[config.mk]
export PLATFORM = sky130hd
export DESIGN_NAME = aes_mm_bridge
export DESIGN_NICKNAME = d
export VERILOG_FILES = /design/src/rtl/aes_intf_pkg.sv /design/src/rtl/aes_blk_fifo.sv /design/src/rtl/aes_mm_bridge.sv
export SDC_FILE = /design/constraint.sdc
export NUM_CORES = 2
export LEC_CHECK = 0
export ABC_CLOCK_PERIOD_IN_PS = 17100
export BUFFER_PORTS_ARGS = -buffer_cell sky130_fd_sc_hd__clkbuf_2
export CORE_ASPECT_RATIO = 0.9
export CORE_MARGIN = 2
export CORE_UTILIZATION = 25
export CTS_CLUSTER_DIAMETER = 150
export DETAILED_ROUTE_END_ITERATION = 6
export PLACE_DENSITY = 0.37
export SETUP_SLACK_MARGIN = 0.5
export SLEW_MARGIN = 20
export SYNTH_ARGS = -nofsm -noshare
export SYNTH_HDL_FRONTEND = slang
export SYNTH_SLANG_ARGS = --single-unit
[constraint.sdc]
create_clock -name clock -period 17.1 [get_ports clock]
set_input_delay 3.42 -clock clock [delete_from_list [all_inputs] [get_ports clock]]
set_output_delay 3.42 -clock clock [all_outputs]
set_load 0.01 [all_outputs]
[src/rtl/aes_intf_pkg.sv]
// ============================================================================
// Module      : aes_intf_pkg
// Description : Shared widths, register map and helpers for the AES MM bridge.
// Revision    : 1.0 - initial release
// ============================================================================
`default_nettype none

package aes_intf_pkg;

   localparam int BLOCK_W = 128;
   localparam int WORD_W  = 32;
   localparam int WORDS   = BLOCK_W / WORD_W;

   localparam logic [3:0] ADDR_DATA_IN  = 4'h0;
   localparam logic [3:0] ADDR_CTRL     = 4'h1;
   localparam logic [3:0] ADDR_CLR      = 4'h2;
   localparam logic [3:0] ADDR_DATA_OUT = 4'h4;
   localparam logic [3:0] ADDR_STATUS   = 4'h5;
   localparam logic [3:0] ADDR_BLK_CNT  = 4'h6;

   localparam int CTRL_FLUSH_BIT  = 0;
   localparam int CTRL_IRQ_EN_BIT = 1;
   localparam int CLR_OVF_BIT     = 0;

   localparam int ST_IN_CNT_LSB  = 0;
   localparam int ST_OUT_CNT_LSB = 8;
   localparam int ST_IN_FULL     = 16;
   localparam int ST_OUT_EMPTY   = 17;
   localparam int ST_OVERFLOW    = 18;
   localparam int ST_IRQ_EN      = 19;

   // Word 0 is the most significant word of a block.
   function automatic logic [WORD_W-1:0] blk_word(input logic [BLOCK_W-1:0] blk,
                                                  input logic [1:0]         idx);
      return blk[(WORDS - 1 - int'(idx)) * WORD_W +: WORD_W];
   endfunction

endpackage

`default_nettype wire

[src/rtl/aes_blk_fifo.sv]
// ============================================================================
// Module      : aes_blk_fifo
// Description : Block FIFO with combinational head, flush and occupancy count.
// Revision    : 1.0 - initial release
// ============================================================================
`default_nettype none

module aes_blk_fifo #(
   parameter int DEPTH = 8,
   parameter int WIDTH = 128
) (
   input  logic                     clk,
   input  logic                     rst_n,
   input  logic                     push,
   input  logic                     pop,
   input  logic                     flush,
   input  logic [WIDTH-1:0]         din,
   output logic [WIDTH-1:0]         dout,
   output logic                     full,
   output logic                     empty,
   output logic [$clog2(DEPTH):0]   count
);

   localparam int AW = $clog2(DEPTH);
   localparam int CW = AW + 1;
   localparam logic [CW-1:0] C_FULL = CW'(DEPTH);

   logic [WIDTH-1:0] r_mem [DEPTH];
   logic [AW-1:0]    r_wptr;
   logic [AW-1:0]    r_rptr;
   logic [CW-1:0]    r_count;
   logic             w_push;
   logic             w_pop;

   assign empty = (r_count == '0);
   assign full  = (r_count == C_FULL);
   assign count = r_count;
   assign dout  = r_mem[r_rptr];

   // A full FIFO still takes a push when the head leaves in the same cycle.
   assign w_pop  = pop && !empty;
   assign w_push = push && (!full || w_pop);

   always_ff @(posedge clk or negedge rst_n) begin
      if (!rst_n) begin
         r_wptr  <= '0;
         r_rptr  <= '0;
         r_count <= '0;
      end else if (flush) begin
         r_wptr  <= '0;
         r_rptr  <= '0;
         r_count <= '0;
      end else begin
         if (w_push) r_wptr <= r_wptr + AW'(1);
         if (w_pop)  r_rptr <= r_rptr + AW'(1);
         case ({w_push, w_pop})
            2'b10:   r_count <= r_count + CW'(1);
            2'b01:   r_count <= r_count - CW'(1);
            default: r_count <= r_count;
         endcase
      end
   end

   always_ff @(posedge clk) begin
      if (w_push && !flush) r_mem[r_wptr] <= din;
   end

endmodule

`default_nettype wire

[src/rtl/aes_mm_bridge.sv]
// ============================================================================
// Module      : aes_mm_bridge
// Description : Avalon-MM word packer/unpacker with block FIFOs for an AES core.
// Revision    : 1.0 - initial release
// ============================================================================
`default_nettype none

module aes_mm_bridge
   import aes_intf_pkg::*;
#(
   parameter int IN_DEPTH  = 8,
   parameter int OUT_DEPTH = 8,
   parameter int CNT_W     = 16
) (
   input  logic               clock,
   input  logic               resetn,
   input  logic               chipselect,
   input  logic [3:0]         address,
   input  logic [WORD_W-1:0]  writedata,
   input  logic               write,
   input  logic               chipselect1,
   input  logic [3:0]         address1,
   input  logic               read,
   output logic [WORD_W-1:0]  readdata,
   output logic               waitrequest,
   output logic [BLOCK_W-1:0] blk_in_data,
   output logic               blk_in_valid,
   input  logic               blk_in_ready,
   input  logic [BLOCK_W-1:0] blk_out_data,
   input  logic               blk_out_valid,
   output logic               blk_out_ready,
   output logic               irq
);

   localparam int IN_CW  = $clog2(IN_DEPTH) + 1;
   localparam int OUT_CW = $clog2(OUT_DEPTH) + 1;

   logic [IN_CW-1:0]    w_in_count;
   logic [OUT_CW-1:0]   w_out_count;
   logic                w_in_full, w_in_empty, w_out_full, w_out_empty;
   logic [BLOCK_W-1:0]  w_out_head;
   logic                w_wr, w_wr_data, w_wr_ctrl, w_wr_clr, w_flush;
   logic                w_pack_push, w_in_pop;
   logic                w_rd, w_rd_data, w_rd_data_acc, w_out_pop, w_out_push;
   logic [WORD_W-1:0]   w_status;

   logic [3*WORD_W-1:0] r_pack;
   logic [1:0]          r_widx;
   logic [1:0]          r_ridx;
   logic                r_ovf;
   logic                r_irq_en;
   logic [CNT_W-1:0]    r_blk_cnt;
   logic                r_irq;

   assign w_wr          = chipselect && write;
   assign w_wr_data     = w_wr && (address == ADDR_DATA_IN);
   assign w_wr_ctrl     = w_wr && (address == ADDR_CTRL);
   assign w_wr_clr      = w_wr && (address == ADDR_CLR);
   assign w_flush       = w_wr_ctrl && writedata[CTRL_FLUSH_BIT];
   assign w_pack_push   = w_wr_data && (r_widx == 2'd3);
   assign w_in_pop      = !w_in_empty && blk_in_ready;

   assign w_rd          = chipselect1 && read;
   assign w_rd_data     = w_rd && (address1 == ADDR_DATA_OUT);
   assign w_rd_data_acc = w_rd_data && !w_out_empty;
   assign w_out_pop     = w_rd_data_acc && (r_ridx == 2'd3);
   assign w_out_push    = blk_out_valid && !w_out_full;

   assign blk_in_valid  = !w_in_empty;
   assign blk_out_ready = !w_out_full;
   assign waitrequest   = w_rd_data && w_out_empty;
   assign irq           = r_irq;

   aes_blk_fifo #(.DEPTH(IN_DEPTH), .WIDTH(BLOCK_W)) u_in_fifo (
      .clk   (clock),
      .rst_n (resetn),
      .push  (w_pack_push),
      .pop   (w_in_pop),
      .flush (w_flush),
      .din   ({r_pack, writedata}),
      .dout  (blk_in_data),
      .full  (w_in_full),
      .empty (w_in_empty),
      .count (w_in_count)
   );

   aes_blk_fifo #(.DEPTH(OUT_DEPTH), .WIDTH(BLOCK_W)) u_out_fifo (
      .clk   (clock),
      .rst_n (resetn),
      .push  (w_out_push),
      .pop   (w_out_pop),
      .flush (w_flush),
      .din   (blk_out_data),
      .dout  (w_out_head),
      .full  (w_out_full),
      .empty (w_out_empty),
      .count (w_out_count)
   );

   always_comb begin
      w_status                            = '0;
      w_status[ST_IN_CNT_LSB +: 8]        = 8'(w_in_count);
      w_status[ST_OUT_CNT_LSB +: 8]       = 8'(w_out_count);
      w_status[ST_IN_FULL]                = w_in_full;
      w_status[ST_OUT_EMPTY]              = w_out_empty;
      w_status[ST_OVERFLOW]               = r_ovf;
      w_status[ST_IRQ_EN]                 = r_irq_en;
   end

   // Zero-latency read mux; idle bus reads back as zero.
   always_comb begin
      readdata = '0;
      if (w_rd) begin
         case (address1)
            ADDR_DATA_OUT: if (!w_out_empty) readdata = blk_word(w_out_head, r_ridx);
            ADDR_STATUS:   readdata = w_status;
            ADDR_BLK_CNT:  readdata = WORD_W'(r_blk_cnt);
            default:       readdata = '0;
         endcase
      end
   end

   always_ff @(posedge clock or negedge resetn) begin
      if (!resetn) begin
         r_pack    <= '0;
         r_widx    <= '0;
         r_ridx    <= '0;
         r_ovf     <= 1'b0;
         r_irq_en  <= 1'b0;
         r_blk_cnt <= '0;
         r_irq     <= 1'b0;
      end else begin
         if (w_wr_data) begin
            r_pack <= {r_pack[2*WORD_W-1:0], writedata};
            r_widx <= r_widx + 2'd1;
         end
         if (w_rd_data_acc) r_ridx <= r_ridx + 2'd1;
         if (w_flush) begin
            r_widx <= '0;
            r_ridx <= '0;
         end
         // A 4th word arriving at a full FIFO with no departing head is lost.
         if (w_pack_push && w_in_full && !w_in_pop)
            r_ovf <= 1'b1;
         else if (w_wr_clr && writedata[CLR_OVF_BIT])
            r_ovf <= 1'b0;
         if (w_wr_ctrl)  r_irq_en  <= writedata[CTRL_IRQ_EN_BIT];
         if (w_out_push) r_blk_cnt <= r_blk_cnt + CNT_W'(1);
         r_irq <= r_irq_en && !w_out_empty;
      end
   end

endmodule

`default_nettype wire

==> results_dict.tcl <==
set metrics [dict create \
    status "finished, final reports clean" \
    antenna_found_initial 55 \
    min_period_ns 9.92 \
    synth_cells 3647 \
    grt_pass1_vias 40900 \
    syn_area_per_cell_um2 22.9 \
    grt_setup_unrepaired "false" \
    cts_sinks 2187 \
    maxCapViolations 0 \
    p_per_area_nw_per_um2 146 \
    num-fill-cells 32600 \
    vias_per_cell 4.39 \
    ctsResizeCount 0 \
    core_area_um2 332000 \
    critPathLaunchType "input pin" \
    hold-path-endpoint "r_blk_cnt[15]$_DFFE_PN0P_" \
    hp-start "r_blk_cnt[15]$_DFFE_PN0P_" \
    yosys-mux-area-fraction_pct 17.6 \
    drive_gt1_share_pct 35.2 \
    slew_headroom_pct 24.9 \
    rows 201 \
    multi_input_comb_area_um2 17700 \
    clockPowerShare_pct 35.9 \
    period_share_pct 58.0 \
    hold_class "flop to flop" \
    power_frac_seq_pct 45.8 \
    ant_nets 0 \
    cts_buffers 245 \
    sw_frac_of_total_pct 27.7 \
    drv_slew 0 \
    vias 38600 \
    die_w_um 613 \
    fin_area_um2 98500 \
    grt_max_degree 107 \
    p_switching_mw 4.00 \
    worstSetupPathType "input pin to primary output" \
    crit_path_end_kind "primary output" \
    clock_skew_ns 0.0681 \
    dr.pass1.iters 5 \
    path_clk_slew_ns 0.06 \
    power.total_mw 14.4 \
    yosysMostFrequentCell "edfxtp_1" \
    r2r_cells 7 \
    comb_power_share_pct 18.3 \
    place_area_um2 90700 \
    max-clock-path-buffers 4 \
    postLayoutSetupSlackWorst_ns 7.18 \
    postCtsSetupRepairBufs 0 \
    synth_top_cell_area_share_pct 73.8 \
    regToRegSetupSlack_ns 12.28 \
    pin_count 340 \
    ys_top_cells_by_count "edfxtp_1 (2048), mux4_2 (500), mux2_2 (231)" \
    required_ns 13.68 \
    grt_pass1_wl_um 329000 \
    gp_congestion 0.702 \
    drt_wl_total_um 233000 \
    cts_root_buf "clkbuf_16" \
    drc 0 \
    clkLatencyLatePin_ns 0.92 \
    ys_seq_elements 2187 \
    seq_area_frac_synth_pct 78.0 \
    cts_tree "built" \
    r2r-end "u_out_fifo.r_mem[0][117]$_DFFE_PP_" \
    synth_flop_cell "edfxtp_1" \
    ys_types 58 \
    syn_area_um2 83300 \
    synth_fa_ha_area_share_pct 0.189 \
    drt_iter0_drc 2572 \
    syn_nets 3835 \
    yosys_warnings 0 \
    start_util_pct 25.1 \
    synth_area_leaders "edfxtp_1 (74%), mux4_2 (14%), dfrtp_1 (4.2%), mux2_2 (3.1%), mux2i_1 (0.98%)" \
    setup_viol 0 \
    ir_drop_v 0.000111 \
    port_buffers 339 \
    dp.final_hpwl_um 129000 \
    fmax_mhz 101 \
    synth_top_family_by_area "multiplexers" \
    total_leakage_power_nw 30.7 \
    tightestPinTransition_ns 1.12 \
    whs_path_depth 1 \
    die-height_um 552 \
    yosys.area.top_type "edfxtp_1" \
    r2r_start "u_out_fifo.count[0]$_DFFE_PN0P_" \
    place_ws_ns 7.17 \
    fp.dieArea_um2 338000 \
    htree_num_levels 4 \
    synth_edf_count 2048 \
    final-hold-violation-count 0 \
    synthArstFlopShare_pct 6.36 \
    internal-power_mw 10.4 \
    seqCellArea_um2 65000 \
    hold_buffers 0 \
    synth_compound_area_share_pct 1.46 \
    grt-ovfl-total 0 \
    critPathMaxFanout 19 \
    grt_use_total_pct 13.6 \
    syn_to_final_growth_pct 18.2 \
    worstPathArrival_ns 6.50 \
    synth-simple-area-share_pct 1.47 \
    synth_xor_xnor_area_share_pct 0.315 \
    whs_ns 0.497 \
    routedWlPerCell_um 26.5 \
    nNetsFinal 4301 \
]
[worst max-delay path, stage by stage]
cell,delay [ns]
clkbuf_2,0.15
nor4b_1,0.54
nand3_1,0.85
o21ai_0,0.33
a21oi_1,0.09
a211oi_2,0.83
clkbuf_2,0.27
[area by class of cell]
cell class,count,share of cell area [%]
flip-flops and latches,2187,66.0
multi-input cells,1263,17.9
clock buffers,315,6.62
well taps,4466,5.67
repair buffers,411,2.43
clock inverters,138,1.34
inverters,5,0.0190
diodes,4,0.0102
[metal layers]
metal  vias to the layer above  GRT usage [%]  wire length, µm
li1                      16400              -                -
met3                       380           2.86            11300
met1                     21000           17.6           100000
met4                        58           2.89             4730
met5                         -              0              348
met2                       750           23.4           116000
[placed cells by master, fill, tap and decap left out, types with 12 or more instances in the layout]
cell type	Yosys	routed
a22oi_1	35	35
buf_4	4	60
mux4_2	500	500
buf_12	0	12
clkinv_1	0	55
mux2_2	231	231
clkbuf_16	0	245
nor4_1	15	14
o21ai_0	18	18
nor2_1	70	63
dfrtp_1	139	131
xnor2_1	18	18
nand2_1	42	42
clkinv_2	0	38
clkbuf_8	0	13
nor2b_1	29	29
bufinv_16	0	20
clkbuf_2	0	338
o22ai_1	16	16
mux2i_1	82	82
clkbuf_1	99	57
a211oi_1	23	19
xor2_1	12	12
edfxtp_1	2048	2048
nand3_1	18	18
a21oi_1	24	24
[sequential cells by signal (all words and copies together), names as in the netlist, 2 cells and up]
name               cells
r_widx                 2
u_in_fifo.r_wptr       3
u_in_fifo.r_mem     1024
u_out_fifo.r_mem    1024
u_out_fifo.r_rptr      3
r_pack                96
r_ridx                 2
u_out_fifo.r_wptr      3
u_in_fifo.count        4
u_out_fifo.count       4
u_in_fifo.r_rptr       3
r_blk_cnt             16
[kinds of logic (layout without fill, tap and decap cells)]
group                    after synthesis  count (layout)
XOR/XNOR                              30              30
AND/OR/NAND/NOR                      238             238
flip-flops                          2187            2187
multiplexers                         813             813
AO/OA/AOI/OAI                        170             170
adder cells (fa/ha/maj)               12              12
buffers and inverters                197             869
other                                  0               4
[through the flow]
step           instances  TNS (ns)  utilization (%)
2_1_floorplan       3647   -373.43                -
3_3_place_gp        8332         0             27.3
3_5_place_dp        8332         0             27.3
4_1_cts             8785         0             29.6
5_1_grt             8787         0             29.6
6_report            8789         0             29.6
[worst max path at each step]
stage / start / endpoint / slack (ns)
global placement: address1[1] / readdata[11] / 7.16
detailed placement: address1[1] / readdata[9] / 7.17
CTS: address1[0] / readdata[9] / 7.16
floorplan: address[2] / u_in_fifo.r_mem[4][0]$_DFFE_PP_ / -1.31
finish: address1[1] / readdata[2] / 7.18
global route: address1[1] / readdata[9] / 7.09
[power groups by stage]
stage	Combinational (mW)	Clock (mW)	Sequential (mW)
floorplan	1.65	0	6.64
global placement	2.79	0	6.73
CTS	2.79	5.37	6.63
global route	2.88	5.56	6.66
finish	2.64	5.18	6.61
detailed placement	2.79	0	6.74
Note: power is estimated with default switching activity, not from simulation.
